$ cat src/rtl/wb_pkg.sv
// wb_pkg: mem_size encodings and the writeback queue entry record (dest, value)
package wb_pkg;
  localparam logic [1:0] MEM_BYTE = 2'b00;
  localparam logic [1:0] MEM_HALF = 2'b01;
  localparam logic [1:0] MEM_WORD = 2'b10;
  localparam int WB_N = 32;
  localparam int WB_ADDR_W = 4;
  typedef struct packed {
    logic [WB_ADDR_W-1:0] dest;
    logic [WB_N-1:0]      value;
  } wb_entry_t;
endpackage

$ cat src/rtl/wb_stage_queued_if.sv
// wb_stage_queued_if: request (in_*, alu_res, mem_*, byte_off, wb_*, flush), rf write port (rf_*), forwarding (fwd_*) and count; master drives requests, slave is the stage
interface wb_stage_queued_if #(
  parameter int N = 32,
  parameter int ADDR_W = 4,
  parameter int DEPTH = 4
);
  localparam int OFF_W = $clog2(N / 8);
  localparam int CNT_W = $clog2(DEPTH) + 1;
  logic              in_valid;
  logic              in_ready;
  logic [N-1:0]      alu_res;
  logic [N-1:0]      mem_data;
  logic              mem_r_en;
  logic [1:0]        mem_size;
  logic              mem_signed;
  logic [OFF_W-1:0]  byte_off;
  logic [ADDR_W-1:0] wb_dest;
  logic              wb_en;
  logic              flush;
  logic              rf_we;
  logic [ADDR_W-1:0] rf_addr;
  logic [N-1:0]      rf_data;
  logic              rf_ready;
  logic [ADDR_W-1:0] fwd_addr;
  logic              fwd_hit;
  logic [N-1:0]      fwd_data;
  logic [CNT_W-1:0]  count;
  modport master (
    output in_valid, alu_res, mem_data, mem_r_en, mem_size, mem_signed, byte_off,
           wb_dest, wb_en, flush, rf_ready, fwd_addr,
    input  in_ready, rf_we, rf_addr, rf_data, fwd_hit, fwd_data, count
  );
  modport slave (
    input  in_valid, alu_res, mem_data, mem_r_en, mem_size, mem_signed, byte_off,
           wb_dest, wb_en, flush, rf_ready, fwd_addr,
    output in_ready, rf_we, rf_addr, rf_data, fwd_hit, fwd_data, count
  );
endinterface

$ cat src/rtl/wb_load_align.sv
// wb_load_align: combinational writeback value select; ALU result or byte/half/word load extracted at byte_off_i and zero/sign-extended
module wb_load_align import wb_pkg::*; #(
  parameter int N = 32,
  parameter int OFF_W = $clog2(N / 8)
) (
  input  logic [N-1:0]     alu_res_i,
  input  logic [N-1:0]     mem_data_i,
  input  logic             mem_r_en_i,
  input  logic [1:0]       mem_size_i,
  input  logic             mem_signed_i,
  input  logic [OFF_W-1:0] byte_off_i,
  output logic [N-1:0]     value_o
);
  logic [OFF_W-1:0] hoff;
  logic [7:0]       b;
  logic [15:0]      h;
  assign hoff = byte_off_i & ~OFF_W'(1);
  assign b = 8'(mem_data_i >> {byte_off_i, 3'b000});
  assign h = 16'(mem_data_i >> {hoff, 3'b000});
  assign value_o = !mem_r_en_i ? alu_res_i :
                   mem_size_i >= MEM_WORD ? mem_data_i :
                   mem_size_i == MEM_HALF ? {{(N-16){mem_signed_i & h[15]}}, h} :
                   {{(N-8){mem_signed_i & b[7]}}, b};
endmodule

$ cat src/rtl/wb_stage_queued.sv
// wb_stage_queued: in-order writeback queue; accepts aligned results (bus request side), drains head to the register file (rf_*), forwards youngest queued match (fwd_*); clk, rst sync active-high
module wb_stage_queued import wb_pkg::*; #(
  parameter int N = WB_N,
  parameter int ADDR_W = WB_ADDR_W,
  parameter int DEPTH = 4
) (
  input logic clk,
  input logic rst,
  wb_stage_queued_if.slave bus
);
  localparam int PTR_W = $clog2(DEPTH);
  localparam int CNT_W = PTR_W + 1;
  wb_entry_t        q_q [DEPTH];
  logic [PTR_W-1:0] head_q, head_d, tail_q, tail_d;
  logic [CNT_W-1:0] count_q, count_d;
  logic [N-1:0]     value;
  logic             pop, push;
  wb_load_align #(.N(N)) u_align (
    .alu_res_i(bus.alu_res),
    .mem_data_i(bus.mem_data),
    .mem_r_en_i(bus.mem_r_en),
    .mem_size_i(bus.mem_size),
    .mem_signed_i(bus.mem_signed),
    .byte_off_i(bus.byte_off),
    .value_o(value)
  );
  assign bus.rf_we = count_q != '0;
  assign bus.rf_addr = bus.rf_we ? q_q[head_q].dest : '0;
  assign bus.rf_data = bus.rf_we ? q_q[head_q].value : '0;
  assign bus.count = count_q;
  assign pop = bus.rf_we & bus.rf_ready;
  assign bus.in_ready = !rst & !bus.flush & (count_q < CNT_W'(DEPTH) | pop);
  assign push = bus.in_valid & bus.in_ready & bus.wb_en;
  always_comb begin
    head_d = bus.flush ? '0 : head_q + PTR_W'(pop);
    tail_d = bus.flush ? '0 : tail_q + PTR_W'(push);
    count_d = bus.flush ? '0 : count_q + CNT_W'(push) - CNT_W'(pop);
  end
  always_ff @(posedge clk) begin
    if (rst) begin
      head_q <= '0;
      tail_q <= '0;
      count_q <= '0;
    end else begin
      head_q <= head_d;
      tail_q <= tail_d;
      count_q <= count_d;
    end
  end
  always_ff @(posedge clk) begin
    if (push) q_q[tail_q] <= '{dest: bus.wb_dest, value: value};
  end
  // walk oldest to youngest so the last match seen is the youngest
  always_comb begin
    bus.fwd_hit = 1'b0;
    bus.fwd_data = '0;
    for (int i = 0; i < DEPTH; i++) begin
      if (CNT_W'(i) < count_q && q_q[head_q + PTR_W'(i)].dest == bus.fwd_addr) begin
        bus.fwd_hit = 1'b1;
        bus.fwd_data = q_q[head_q + PTR_W'(i)].value;
      end
    end
  end
endmodule

$ cat src/flat_wrapper.sv
// flat-port wrapper written by rule: the top's interface ports become plain ports
module wb_stage_queued_flat import wb_pkg::*;
#(
  parameter int N = WB_N,
  parameter int ADDR_W = WB_ADDR_W,
  parameter int DEPTH = 4
)
  (clk, rst, bus_in_valid, bus_alu_res, bus_mem_data, bus_mem_r_en, bus_mem_size, bus_mem_signed, bus_byte_off, bus_wb_dest, bus_wb_en, bus_flush, bus_rf_ready, bus_fwd_addr, bus_in_ready, bus_rf_we, bus_rf_addr, bus_rf_data, bus_fwd_hit, bus_fwd_data, bus_count);
  wb_stage_queued_if #(.N(N), .ADDR_W(ADDR_W), .DEPTH(DEPTH)) bus_i ();
  input logic clk;
  input logic rst;
  input wire logic [$bits(bus_i.in_valid)-1:0] bus_in_valid;
  input wire logic [$bits(bus_i.alu_res)-1:0] bus_alu_res;
  input wire logic [$bits(bus_i.mem_data)-1:0] bus_mem_data;
  input wire logic [$bits(bus_i.mem_r_en)-1:0] bus_mem_r_en;
  input wire logic [$bits(bus_i.mem_size)-1:0] bus_mem_size;
  input wire logic [$bits(bus_i.mem_signed)-1:0] bus_mem_signed;
  input wire logic [$bits(bus_i.byte_off)-1:0] bus_byte_off;
  input wire logic [$bits(bus_i.wb_dest)-1:0] bus_wb_dest;
  input wire logic [$bits(bus_i.wb_en)-1:0] bus_wb_en;
  input wire logic [$bits(bus_i.flush)-1:0] bus_flush;
  input wire logic [$bits(bus_i.rf_ready)-1:0] bus_rf_ready;
  input wire logic [$bits(bus_i.fwd_addr)-1:0] bus_fwd_addr;
  output wire logic [$bits(bus_i.in_ready)-1:0] bus_in_ready;
  output wire logic [$bits(bus_i.rf_we)-1:0] bus_rf_we;
  output wire logic [$bits(bus_i.rf_addr)-1:0] bus_rf_addr;
  output wire logic [$bits(bus_i.rf_data)-1:0] bus_rf_data;
  output wire logic [$bits(bus_i.fwd_hit)-1:0] bus_fwd_hit;
  output wire logic [$bits(bus_i.fwd_data)-1:0] bus_fwd_data;
  output wire logic [$bits(bus_i.count)-1:0] bus_count;
  assign bus_i.in_valid = bus_in_valid;
  assign bus_i.alu_res = bus_alu_res;
  assign bus_i.mem_data = bus_mem_data;
  assign bus_i.mem_r_en = bus_mem_r_en;
  assign bus_i.mem_size = bus_mem_size;
  assign bus_i.mem_signed = bus_mem_signed;
  assign bus_i.byte_off = bus_byte_off;
  assign bus_i.wb_dest = bus_wb_dest;
  assign bus_i.wb_en = bus_wb_en;
  assign bus_i.flush = bus_flush;
  assign bus_i.rf_ready = bus_rf_ready;
  assign bus_i.fwd_addr = bus_fwd_addr;
  assign bus_in_ready = bus_i.in_ready;
  assign bus_rf_we = bus_i.rf_we;
  assign bus_rf_addr = bus_i.rf_addr;
  assign bus_rf_data = bus_i.rf_data;
  assign bus_fwd_hit = bus_i.fwd_hit;
  assign bus_fwd_data = bus_i.fwd_data;
  assign bus_count = bus_i.count;
  wb_stage_queued #(.N(N), .ADDR_W(ADDR_W), .DEPTH(DEPTH)) u_core (.clk(clk), .rst(rst), .bus(bus_i));
endmodule
$ cat config.mk
export PLATFORM = sky130hd
export DESIGN_NAME = wb_stage_queued_flat
export DESIGN_NICKNAME = d
export VERILOG_FILES = /design/src/rtl/wb_pkg.sv /design/src/rtl/wb_stage_queued_if.sv /design/src/rtl/wb_load_align.sv /design/src/rtl/wb_stage_queued.sv /design/src/flat_wrapper.sv
export SDC_FILE = /design/constraint.sdc
export NUM_CORES = 1
export LEC_CHECK = 0
export ABC_AREA = 1
export CORE_UTILIZATION = 65
export CTS_CLUSTER_DIAMETER = 150
export DETAILED_ROUTE_END_ITERATION = 8
export DONT_BUFFER_PORTS = 1
export GPL_TIMING_DRIVEN = 1
export PLACE_DENSITY_LB_ADDON = 0.1
export SETUP_SLACK_MARGIN = 0.05
export SYNTH_ARGS = -nofsm -noshare
export SYNTH_HDL_FRONTEND = slang
export SYNTH_SLANG_ARGS = --single-unit
$ cat constraint.sdc
create_clock -name clk -period 12.3 [get_ports clk]
set_clock_uncertainty 0.2 [all_clocks]
set_input_delay 2.46 -clock clk [delete_from_list [all_inputs] [get_ports clk]]
set_output_delay 2.46 -clock clk [all_outputs]
set_load 0.05 [all_outputs]
==> Word level (Yosys, flattened, before mapping) <==
Memories as Yosys holds them, arrays and structs flattened. A register that Yosys moved wholly into a read port is not among the register bits.
Index checks and enable logic that the tools add are counted.
{ "word_totals": {"n_memories": 1, "ram_bits": 144, "wordCells": 56, "regBits": 7, "in_bits": 84, "output_inout_bits": 74} }
{ "mem_list": {"columns": ["memory", "words", "width", "rd", "rd_ports_with_merged_regs", "write_ports", "line", "source"], "rows": [
  ["u_core.q_q", 4, 36, 4, 1, 1, "wb_stage_queued.sv:13", "wb_entry_t q_q [DEPTH];"]
]} }
{ "op_classes": {"n_reduce_logical": 8, "n_bitwise": 8, "mux": 16, "shift": 2, "n_lt_le_gt_ge": 6, "eq_ne": 5, "add_sub_neg": 7} }
{ "op_table": {"columns": ["cell", "count"], "rows": [
  ["$mux 32", 8],
  ["$shr 32x5->16", 1],
  ["$shr 32x5->8", 1],
  ["$eq 4x4->1", 4],
  ["$and 1x1->1", 7],
  ["$lt 1x3->1 const A", 2],
  ["$lt 2x3->1 const A", 2],
  ["$mux 1", 6],
  ["$add 2x1->2", 2],
  ["$add 2x2->2 const B", 2],
  ["$logic_and 1x1->1", 4],
  ["$mux 4", 1],
  ["$add 3x1->3", 1],
  ["$lt 3x3->1 const B", 1],
  ["$reduce_bool 3->1", 1],
  ["$sub 3x1->3", 1],
  ["$add 2x1->2 const B", 1],
  ["$eq 2x1->1 const B", 1],
  ["$ge 2x2->1 const B", 1],
  ["$logic_not 1->1", 2],
  ["$mux 2", 1],
  ["$reduce_or 2->1", 1],
  ["$or 1x1->1", 1]
]} }

==> Depth between registers and ports, before layout <==
Gate-level depths: netlist of the first run.
{ "logic_depth": {"ltp_word": 8, "depth_mapped": 15, "mapped_depth_nobuf": 13} }

==> Cells and area by module <==
From an unflattened synthesis of the first run, not the netlist that was laid out.
{ "hier_totals": {"cells_unflattened": 1672, "area_unflattened_um2": 11279.6} }
{ "by_module_without_submodules": {"columns": ["module", "seq_area_each_um2", "area_per_inst_um2", "cells_each", "instances"], "rows": [
  ["wb_stage_queued", 4464.3, 10198.5, 1435, 1],
  ["wb_load_align", 0.0, 1081.0, 237, 1]
]} }

==> Worst setup path before layout of the first run <==
OpenSTA, ideal clock, no wires.
{ "synth_timing": {"path_type": "input -> register", "from": "input rst", "to": "memory u_core.q_q[0][0] (netlist name) (enable)", "setup_slack_ns": 5.300, "path_buffers": 0, "t_arrival_ns": 6.325, "cell_stages": 5, "cell_sequence": "nor2_1 inv_1 a21oi_1 nand3_1 nor3_1"} }
{ "synth_between": {"elab_chain_cells": 7} }
{ "synth_rtl": {"columns": ["element", "line", "source"], "rows": [
  ["start: declaration", "flat_wrapper.sv:11", "input logic rst;"],
  ["$logic_not 1->1", "wb_stage_queued.sv:32", "assign bus.in_ready = !rst & !bus.flush & (count_q < CNT_W'(DEPTH) | pop);"],
  ["$and 1x1->1 (2 in a row)", "wb_stage_queued.sv:32", null],
  ["named net bus_in_ready", "flat_wrapper.sv:24", "output wire logic [$bits(bus_i.in_ready)-1:0] bus_in_ready;"],
  ["$and 1x1->1 (2 in a row)", "wb_stage_queued.sv:33", "assign push = bus.in_valid & bus.in_ready & bus.wb_en;"],
  ["$mux 1", "wb_stage_queued.sv:51", "if (push) q_q[tail_q] <= '{dest: bus.wb_dest, value: value};"],
  ["$mux 1 (implied by the code)", "wb_stage_queued.sv:51", null],
  ["end: declaration", "wb_stage_queued.sv:13", null]
]} }
The timed path passes the listed nets, and every way through them passes these cells.

==> Final worst setup path of the first run <==
{ "layout_timing": {"from": "register u_core.head_q[0]", "to": "output bus_fwd_data[31]"} }
{ "layout_between": {"elab_chain_cells": 7, "elab_cells_between_ends": 13} }
{ "layout_rtl": {"columns": ["element", "line", "source"], "rows": [
  ["start: declaration", "wb_stage_queued.sv:14", "logic [PTR_W-1:0] head_q, head_d, tail_q, tail_d;"],
  ["start signal: assignment", "wb_stage_queued.sv:41", "head_q <= '0;"],
  ["start signal: assignment", "wb_stage_queued.sv:45", "head_q <= head_d;"],
  ["$add 2x1->2", "wb_stage_queued.sv:58, wb_stage_queued.sv:60", null],
  ["$mem_v2 4x36 (*)", null, null],
  ["$eq 4x4->1", "wb_stage_queued.sv:58", "if (CNT_W'(i) < count_q && q_q[head_q + PTR_W'(i)].dest == bus.fwd_addr) begin"],
  ["$logic_and 1x1->1", "wb_stage_queued.sv:58", null],
  ["$mux 32 (2 in a row)", "wb_stage_queued.sv:58", null],
  ["$mux 32 (*)", "wb_stage_queued.sv:58", null],
  ["end: declaration", "flat_wrapper.sv:29", "output wire logic [$bits(bus_i.fwd_data)-1:0] bus_fwd_data;"]
]} }
Mark *: on every way between the ends. The rest lies on a longest branch, timed or not.

==> run summary, run 1 <==
Most used DFF post-synth: edfxtp_1
M2 GR Usage: 0.5673
Clock Tree Buf Depth: 2
first-pass GRT wire length: 42.94 mm
final instance area: 11,120 um2
Setup-failing EPs final: 0
DR iter-0 viols: 969
Min Clock Period, post-route: 8.597 ns
maximum VDD drop: 0.09497 mV
DP Area: 10,570 um2
WP buf/inv: 2
cts repair resizes: 0
Max-Cap Viols: 0
Fill cells: 1,347
crit share post-route: 0.6990
I/O pin cnt: 158
Sink Count: 151
register area: 4468 um2
die width: 130.2 um
Worst path max stage delay: 0.87 ns
vias after detailed routing: 9,888
TritonRoute pass-1 iters: 5
met3 track demand over resource: 0.07052
Post-Syn Instances: 1,516
initial antenna violation count: 0
CP cell instances: inv_2 -> nand2_1 -> nand2_2 -> buf_4 -> nand2_1 -> nand3_1 -> nand2_1 -> nor2_4 -> nand3_2 -> nand2_1 -> nand3_1 -> a21oi_1
RSZ-0062 raised after global routing: no
routed length per placed instance: 16.91 um
pwr dens: 106.4 nW/um2
sequential area share after synthesis: 0.4180
CTS tree: done
Clk Latency, worst-skew pair: 0.43 ns
DIE AREA: 16,950 um2
maximum number of pins on one net before global-route repair: 81
Hold Violations, Final: 0
crit-path max FO: 65
Multi-input gate area: 5293 um2
Worst Min Path Start: u_core.tail_q[1]
Layout Area Growth over Synthesis: 4.147%
Rows: 46
core area: 15,940 um2
number of global-route vias before repair: 8,573
Highest Clock Rate: 116.3 MHz
met1 Use GR: 0.4257
Worst Max-Slew Pin Slew: 1.337 ns
Min-Delay Path Class: flip-flop to flip-flop
CP Launch Type: flip-flop
Critical Path Start: u_core.head_q[0]
Relative slew margins: 0.1039
nets@finish: 1,532
Clock transition at path regs: 0.06 ns
Antenna Nets Post-Route: 0
crit-path leading delay family: simple AND/OR/NAND/NOR gates
Yosys reg bits: 151
Starting Density: 0.6698
Final GP Congestion: 0.9146
final slew viol count: 0
share of layout cells above drive strength 1: 0.04952
post-synth net total: 1,607
postcts setup bufs: 0
Setup CP Type: flip-flop to output pin
leakage: 4.726 nW
n_diodes: 0
number of flops mapped to enable cells by yosys: 144
Tot Pwr: 1.184 mW
outcome: finished, final reports clean
minimum hold slack: 0.3902 ns
CTS Hold Bufs: 0
dpl hpwl: 19.03 mm
grt ovf: 0
Netlist cell types: 33
CP dominant cell by count: nand2_1
Top Usage Layer GRT: met2
CTS root buffer: clkbuf_16
TritonCTS buffer count: 17
synthesized area per cell: 7.044 um2
# port buffers: 0
setup TNS: 0 ns
Worst R2R Setup Slack: 8.09 ns
CP required: 9.64 ns
H-tree levels: 4
Die Span Y: 130.2 um
DRC viols: 0
fraction of registers with async set/reset: 0
slowest CP cell: nand3_2
Global Route Usage Sum: 0.3352
Post-Syn Area: 10,680 um2
worst reg2reg startpoint: u_core.bus.count[2]
CP arrival: 5.94 ns
yosys warns: 0
Routed WL: 28.23 mm
via/cell ratio: 5.921
CP endpoint kind: output pin
## cell type report
type                       count  share of cell area
inverter                     114             0.03859
multi-input combinational   1143              0.4759
timing repair buffer          14            0.009450
sequential                   151              0.4017
clock buffer                  17             0.03825
clock inverter                15             0.01181
tap                          216             0.02430
## metal layers
metal  wire length (um)  vias up  share of wire
met1              11810     4518           0.42
met2              13320      451           0.47
met4                650        0          0.023
met5                  0        -              0
met3               2447       59          0.087
li1                   -     4860              -
## flip-flops by register name (all words and copies together) (netlist names)
register,flops
u_core.tail_q,2
u_core.head_q,2
u_core.q_q,144
u_core.bus.count,3
## cell usage in the layout (no fill, tap or decap), types with 5 or more instances in the layout
| cell type | netlist | final |
|---|---|---|
| inv_6 | 0 | 6 |
| dfxtp_1 | 7 | 6 |
| o21ai_0 | 218 | 218 |
| edfxtp_1 | 144 | 144 |
| nand3_1 | 96 | 95 |
| nor3_2 | 0 | 5 |
| nor2_1 | 138 | 138 |
| ha_1 | 6 | 6 |
| o21ai_1 | 5 | 5 |
| mux2i_1 | 31 | 31 |
| o211a_1 | 6 | 6 |
| nand4_1 | 33 | 33 |
| buf_4 | 13 | 14 |
| inv_1 | 112 | 111 |
| clkbuf_16 | 0 | 17 |
| or2_2 | 6 | 6 |
| nand2_1 | 523 | 522 |
| a21oi_1 | 54 | 54 |
## per-stage QoR
stage               setup WS [ns]  std cells    util
finish                      3.703       1670  0.6976
global route                3.316       1670  0.6976
CTS                         3.771       1670  0.6976
detailed placement          4.232       1638  0.6627
global placement            4.287       1638  0.6627
floorplan                   5.300       1516       -
## cell families after synthesis
group | Yosys count | synth area share
xor gates and xnor gates | 4 | 0.003281
AOI/OAI and AO/OA | 291 | 0.1413
adders and majority gates | 7 | 0.008904
DFF | 151 | 0.4180
and+or+nand+nor | 810 | 0.3100
muxes | 31 | 0.02906
buffers and inverters | 222 | 0.08940
## worst min-delay path: cells and delay by family, from the launching register on
family	cells	cell delay, ns
xor+xnor	1	0.15
simple gates	1	0.04
flops	1	0.36
## worst paths after layout
check,cells after the start,end
setup / recovery,12,bus_fwd_data[31]
hold / removal,2,u_core.tail_q[1]
setup reg to reg,4,u_core.q_q[0][17]
hold reg to reg,2,u_core.tail_q[1]
## Yosys cell counts, types with 7 or more instances
library cell | instances | area share
nor2_1 | 138 | 0.049
nand2_1 | 523 | 0.18
nand3_1 | 96 | 0.045
inv_1 | 112 | 0.039
mux2i_1 | 31 | 0.029
buf_2 | 34 | 0.016
clkbuf_1 | 53 | 0.019
a21oi_1 | 54 | 0.025
dfxtp_1 | 7 | 0.013
edfxtp_1 | 144 | 0.40
o21ai_0 | 218 | 0.10
buf_4 | 13 | 0.0091
nand4_1 | 33 | 0.019
## power breakdown
group / switching [mW] / leakage [nW] / total (mW) / internal [mW]
combinational: 0.0941 / 3.10 / 0.120 / 0.0255
clock: 0.224 / 0.267 / 0.489 / 0.265
sequential: 0.00357 / 1.36 / 0.575 / 0.572
total: 0.321 / 4.73 / 1.18 / 0.863
No activity file was read; power rests on OpenSTA's default activity.
==> run 2: changes to the inputs <==
Clock period 12.3 ns to 8.19 ns, I/O delays scaled along.
==> run 2 against run 1 <==
Effect of this change: sequential cell count unchanged; setup slack got worse by 2.0 ns; cell count increased by 0.24%; core utilization increased by 0.086 points; clock power increased by 47%; routed wire length decreased by 0.13%; total power increased by 49%; sequential power increased by 50%; combinational power increased by 52%; non-clock buffer count increased by 4.
==> run summary, run 2 (synthesized netlist as in run 1, its figures left out) <==
share of layout cells above drive strength 1: 0.05007 (+0.0005500)
Worst Max-Slew Pin Slew: 1.088 ns (-0.2483 ns)
# port buffers: 0 (unchanged)
final slew viol count: 0 (unchanged)
Critical Path Start: u_core.head_q[1]
initial antenna violation count: 0 (unchanged)
Antenna Nets Post-Route: 0 (unchanged)
postcts setup bufs: 0 (unchanged)
Max-Cap Viols: 0 (unchanged)
number of global-route vias before repair: 8,399 (-2.0%)
crit-path max FO: 39 (-40%)
Hold Violations, Final: 0 (unchanged)
H-tree levels: 4 (unchanged)
vias after detailed routing: 9,850 (-0.38%)
DRC viols: 0 (unchanged)
Clock Tree Buf Depth: 2 (unchanged)
leakage: 4.738 nW (+0.24%)
Starting Density: 0.6698 (unchanged)
Clock transition at path regs: 0.06 ns (about the same)
first-pass GRT wire length: 42.61 mm (-0.75%)
n_diodes: 0 (unchanged)
DP Area: 10,600 um2 (+0.28%)
setup TNS: 0 ns (unchanged)
nets@finish: 1,536 (+0.26%)
Setup-failing EPs final: 0 (unchanged)
Setup CP Type: flip-flop to output pin
outcome: finished, final reports clean
die width: 130.2 um (unchanged)
Fill cells: 1,353 (+0.45%)
Sink Count: 151 (unchanged)
Die Span Y: 130.2 um (unchanged)
switching part of the total: 0.2556 (-0.01581)
pwr dens: 158.4 nW/um2 (+49%)
core area: 15,940 um2 (unchanged)
crit share post-route: 0.7953
Final GP Congestion: 0.8804 (-3.7%)
minimum hold slack: 0.3776 ns (-0.01257 ns)
maximum number of pins on one net before global-route repair: 103 (+27%)
Global Route Usage Sum: 0.3363 (+0.001113)
Routed WL: 28.20 mm (-0.13%)
CP endpoint kind: output pin
Min Clock Period, post-route: 6.513 ns
I/O pin cnt: 158 (unchanged)
setup ws final: 1.677 ns (-2.026 ns)
CP required: 6.35 ns (-3.29 ns)
dpl hpwl: 18.79 mm (-1.3%)
CP Launch Type: flip-flop
DIE AREA: 16,950 um2 (unchanged)
clock group share of total power: 0.407 (-0.006)
Relative slew margins: 0.2736 (+0.1697)
most common cell after layout, fill and taps aside: nand2_1
Layout Area Growth over Synthesis: 4.277%
worst reg2reg startpoint: u_core.bus.count[2]
grt ovf: 0 (unchanged)
Min-Delay Path Class: flip-flop to flip-flop
Rows: 46 (unchanged)
Largest Register: u_core.q_q
pre-CTS WS: 2.265 ns (-1.967 ns)
routed length per placed instance: 16.84 um (-0.37%)
CP arrival: 4.68 ns (-1.26 ns)
TritonRoute pass-1 iters: 8 (+3)
TritonCTS buffer count: 17 (unchanged)
Worst Min Path Start: u_core.tail_q[1]
final instance area: 11,140 um2 (+0.12%)
Multi-input gate area: 5293 um2 (unchanged)
Highest Clock Rate: 153.5 MHz
CTS tree: done
most frequent cells in the layout: nand2_1 (522), o21ai_0 (218), edfxtp_1 (144)
Clk Latency, worst-skew pair: 0.43 ns (about the same)
CTS Hold Bufs: 0 (unchanged)
Gate power share: 0.103 (+0.002)
Pint: 1.313 mW (+52%)
RSZ-0062 raised after global routing: no
Reg power frac: 0.490 (+0.004)
CTS root buffer: clkbuf_16
max reg flops: 144 (unchanged)
DR iter-0 viols: 1,088 (+12%)
cts repair resizes: 0 (unchanged)
register area: 4468 um2 (unchanged)
via/cell ratio: 5.884 (-0.62%)
maximum VDD drop: 0.1658 mV (+75%)
P_sw: 0.4508 mW (+40%)
-- run 2: cell types whose count changed in the layout (fill, tap and decap cells not counted) --
cell	previous run	this run
clkinv_2	2	6
clkinv_1	0	1
buf_4	14	18
inv_8	3	0
inv_6	6	1
clkbuf_1	0	2
bufinv_16	0	1
-- run 2: area by class of cell --
class                      instances  area share
multi-input combinational       1143      0.4753
clock inverter                    13    0.009663
inverter                         114     0.03854
timing repair buffer              18     0.01213
clock buffer                      19     0.03888
sequential                       151      0.4012
tap                              216     0.02427
-- run 2: stage by stage --
stage / instances / power, mW / utilization
after floorplan: 1516 / 1.023 / -
final: 1674 / 1.764 / 0.6985
after global routing: 1674 / 1.811 / 0.6985
after detailed placement: 1642 / 1.058 / 0.6646
after CTS: 1674 / 1.764 / 0.6985
after global placement: 1642 / 1.054 / 0.6646
-- run 2: path summary, 6_finish.rpt --
check                                         end  slack, ns  cells past startpoint
worst min register to register   u_core.tail_q[1]       0.38                      2
worst max register to register  u_core.q_q[2][15]       4.92                      4
worst min-delay path             u_core.tail_q[1]       0.38                      2
worst max-delay path                  bus_fwd_hit       1.68                      8
-- run 2: critical path, cell delays in order, from the launching register on --
cell and delay, ns:
dfxtp_1 0.66, clkinv_2 0.53, nand2_1 0.20, nand2_2 0.30, o21ai_0 0.26, nand2_1 0.08
nand2_2 0.57, nand3_2 0.78, o2111ai_1 0.85
-- run 2: power groups by stage --
stage / combinational, mW / sequential [mW] / clock (mW)
after floorplan: 0.145 / 0.878 / 0
final: 0.182 / 0.864 / 0.718
after CTS: 0.178 / 0.864 / 0.722
after detailed placement: 0.178 / 0.880 / 0
after global placement: 0.175 / 0.880 / 0
after global routing: 0.198 / 0.864 / 0.749
-- run 2: routing by layer --
layer | track usage | routed length [um] | vias up
met5 | 0 | 0 | -
met4 | 0.1505 | 740 | 0
met3 | 0.06273 | 2862 | 61
met2 | 0.5369 | 13110 | 526
met1 | 0.4479 | 11480 | 4392
li1 | - | - | 4871
==> run 3: changes to the inputs <==
Settings changed: CORE_UTILIZATION 65 to 59.
Clock period 8.19 ns to 5.3 ns, I/O delays scaled along.
==> run 3 against run 2 <==
Effect of this change: routed wire length increased by 3.5%; sequential power is 54% higher; sequential cell count unchanged; total power up 68%; combinational power is 64% higher; non-clock buffer count is 38 higher; critical endpoint is now bus_fwd_data[18]; largest power group unchanged; highest routed layer unchanged.
==> run summary, run 3 (synthesized netlist as in run 1, its figures left out) <==
TritonCTS buffer count: 17 (unchanged)
most frequent cells in the layout: nand2_1 (522), o21ai_0 (218), edfxtp_1 (144)
setup TNS: 0 ns (unchanged)
outcome: finished, final reports clean
Setup CP Type: flip-flop to output pin
DP Area: 11,290 um2 (+6.6%)
Clk Latency, worst-skew pair: 0.43 ns (about the same)
final instance area: 11,950 um2 (+7.3%)
Largest Register: u_core.q_q
Reg-to-Reg End: u_core.bus.count[2]
most common cell after layout, fill and taps aside: nand2_1
grt ovf: 0 (unchanged)
first-pass GRT wire length: 44.99 mm (+5.6%)
# port buffers: 0 (unchanged)
CTS root buffer: clkbuf_16
Layout Area Growth over Synthesis: 11.88%
Global Route Usage Sum: 0.3205 (-0.01586)
Highest Clock Rate: 201.7 MHz
crit share post-route: 0.9352
Critical Path Start: u_core.head_q[0]
core area: 17,480 um2 (+9.6%)
Min-Delay Path Class: flip-flop to flip-flop
cts repair resizes: 0 (unchanged)
Hold Violations, Final: 0 (unchanged)
Setup-failing EPs final: 0 (unchanged)
Starting Density: 0.6110 (-0.05879)
Relative slew margins: 0.3342 (+0.06061)
dpl hpwl: 18.86 mm (+0.37%)
number of global-route vias before repair: 8,958 (+6.7%)
final slew viol count: 0 (unchanged)
Routed WL: 29.19 mm (+3.5%)
crit-path max FO: 208 (+430%)
Clock transition at path regs: 0.06 ns (about the same)
Antenna Nets Post-Route: 0 (unchanged)
R2R depth: 10 (+6)
initial antenna violation count: 0 (unchanged)
DIE AREA: 18,640 um2 (+10%)
via/cell ratio: 5.852 (-0.54%)
H-tree levels: 4 (unchanged)
routed length per placed instance: 16.97 um (+0.77%)
Min Clock Period, post-route: 4.957 ns
RSZ-0062 raised after global routing: no
I/O pin cnt: 158 (unchanged)
CP required: 4.04 ns (-2.31 ns)
DRC viols: 0 (unchanged)
CP arrival: 3.70 ns (-0.98 ns)
CTS Hold Bufs: 0 (unchanged)
leakage: 5.080 nW (+7.2%)
Worst R2R Setup Slack: 2.48 ns (-2.44 ns)
n_diodes: 0 (unchanged)
Worst Max-Slew Pin Slew: 0.9950 ns (-0.09349 ns)
Die Span Y: 136.5 um (+4.9%)
Final GP Congestion: 0.8791 (-0.15%)
DR iter-0 viols: 904 (-17%)
CTS tree: done
maximum VDD drop: 0.2226 mV (+34%)
CP Launch Type: flip-flop
pwr dens: 247.5 nW/um2 (+56%)
die width: 136.5 um (+4.9%)
vias after detailed routing: 10,070 (+2.2%)
Clock Tree Buf Depth: 2 (unchanged)
nets@finish: 1,574 (+2.5%)
maximum number of pins on one net before global-route repair: 209 (+100%)
Sink Count: 151 (unchanged)
CP endpoint kind: output pin
Max-Cap Viols: 0 (unchanged)
share of layout cells above drive strength 1: 0.07559 (+0.02552)
worst reg2reg startpoint: u_core.bus.count[1]
Rows: 48 (+4.3%)
max reg flops: 144 (unchanged)
TritonRoute pass-1 iters: 7 (-1)
postcts setup bufs: 0 (unchanged)
Setup crit end: bus_fwd_data[18]
run 3: cell count changes in the layout (fill, tap and decap cells not counted), sizes merged:
cell / delta
inv: +2
clkbuf: -2
buf: +38
clkinv: -4
bufinv: +4
clkinvlp: -1
run 3: stage by stage:
| stage | power, mW | hold WS (ns) | std cells | util | setup WS [ns] |
|---|---|---|---|---|---|
| 6_report | 2.957 | 0.3805 | 1720 | 0.6836 | 0.3432 |
| 5_1_grt | 3.039 | 0.4106 | 1720 | 0.6836 | 0.08193 |
| 4_1_cts | 2.962 | 0.3873 | 1720 | 0.6832 | 0.3901 |
| 3_5_place_dp | 1.650 | 0.3682 | 1689 | 0.6461 | 0.8734 |
| 3_3_place_gp | 1.646 | 0.3692 | 1689 | 0.6461 | 0.9061 |
| 2_1_floorplan | 1.581 | 0.3203 | 1516 | - | -0.2996 |
run 3: area by class of cell:
| type | instances | area (um2) |
|---|---|---|
| Timing Repair Buffer | 56 | 828.3 |
| Clock inverter | 14 | 222.7 |
| Clock buffer | 17 | 425.4 |
| Tap cell | 225 | 281.5 |
| Fill cell | 1446 | 5529 |
| Inverter | 114 | 429.2 |
| Sequential cell | 151 | 4468 |
| Multi-Input combinational cell | 1143 | 5293 |
run 3: where the power goes:
group	total [mW]	switching [mW]	internal, mW
sequential	1.33	0.00634	1.33
combinational	0.298	0.225	0.0727
clock	1.33	0.489	0.837
run 3: worst min path at each step:
stage                                 from               end  cells after the start
after floorplan           u_core.tail_q[1]  u_core.tail_q[1]                      2
after detailed placement  u_core.tail_q[1]  u_core.tail_q[1]                      2
final                     u_core.tail_q[1]  u_core.tail_q[1]                      2
after global routing      u_core.tail_q[1]  u_core.tail_q[1]                      2
after CTS                 u_core.tail_q[1]  u_core.tail_q[1]                      2
after global placement    u_core.tail_q[1]  u_core.tail_q[1]                      2
run 3: critical path, stage by stage (launching register included):
cell and delay [ns]:
dfxtp_4 0.39, buf_16 0.47, nand2_1 0.17, nand3_1 0.16, nand3_1 0.09, a21oi_1 0.20
nand3_2 0.54, buf_4 0.51, nor2_1 0.16, nor2_1 0.06, nand2_1 0.08, nand2_1 0.10
buf_12 0.17
run 3: metal layers:
| layer | part of all wire | vias up | GRT usage |
|---|---|---|---|
| met2 | 0.47 | 524 | 0.5321 |
| met5 | 0 | - | 0 |
| li1 | - | 4953 | - |
| met4 | 0.022 | 0 | 0.1148 |
| met1 | 0.40 | 4528 | 0.4109 |
| met3 | 0.10 | 61 | 0.07111 |
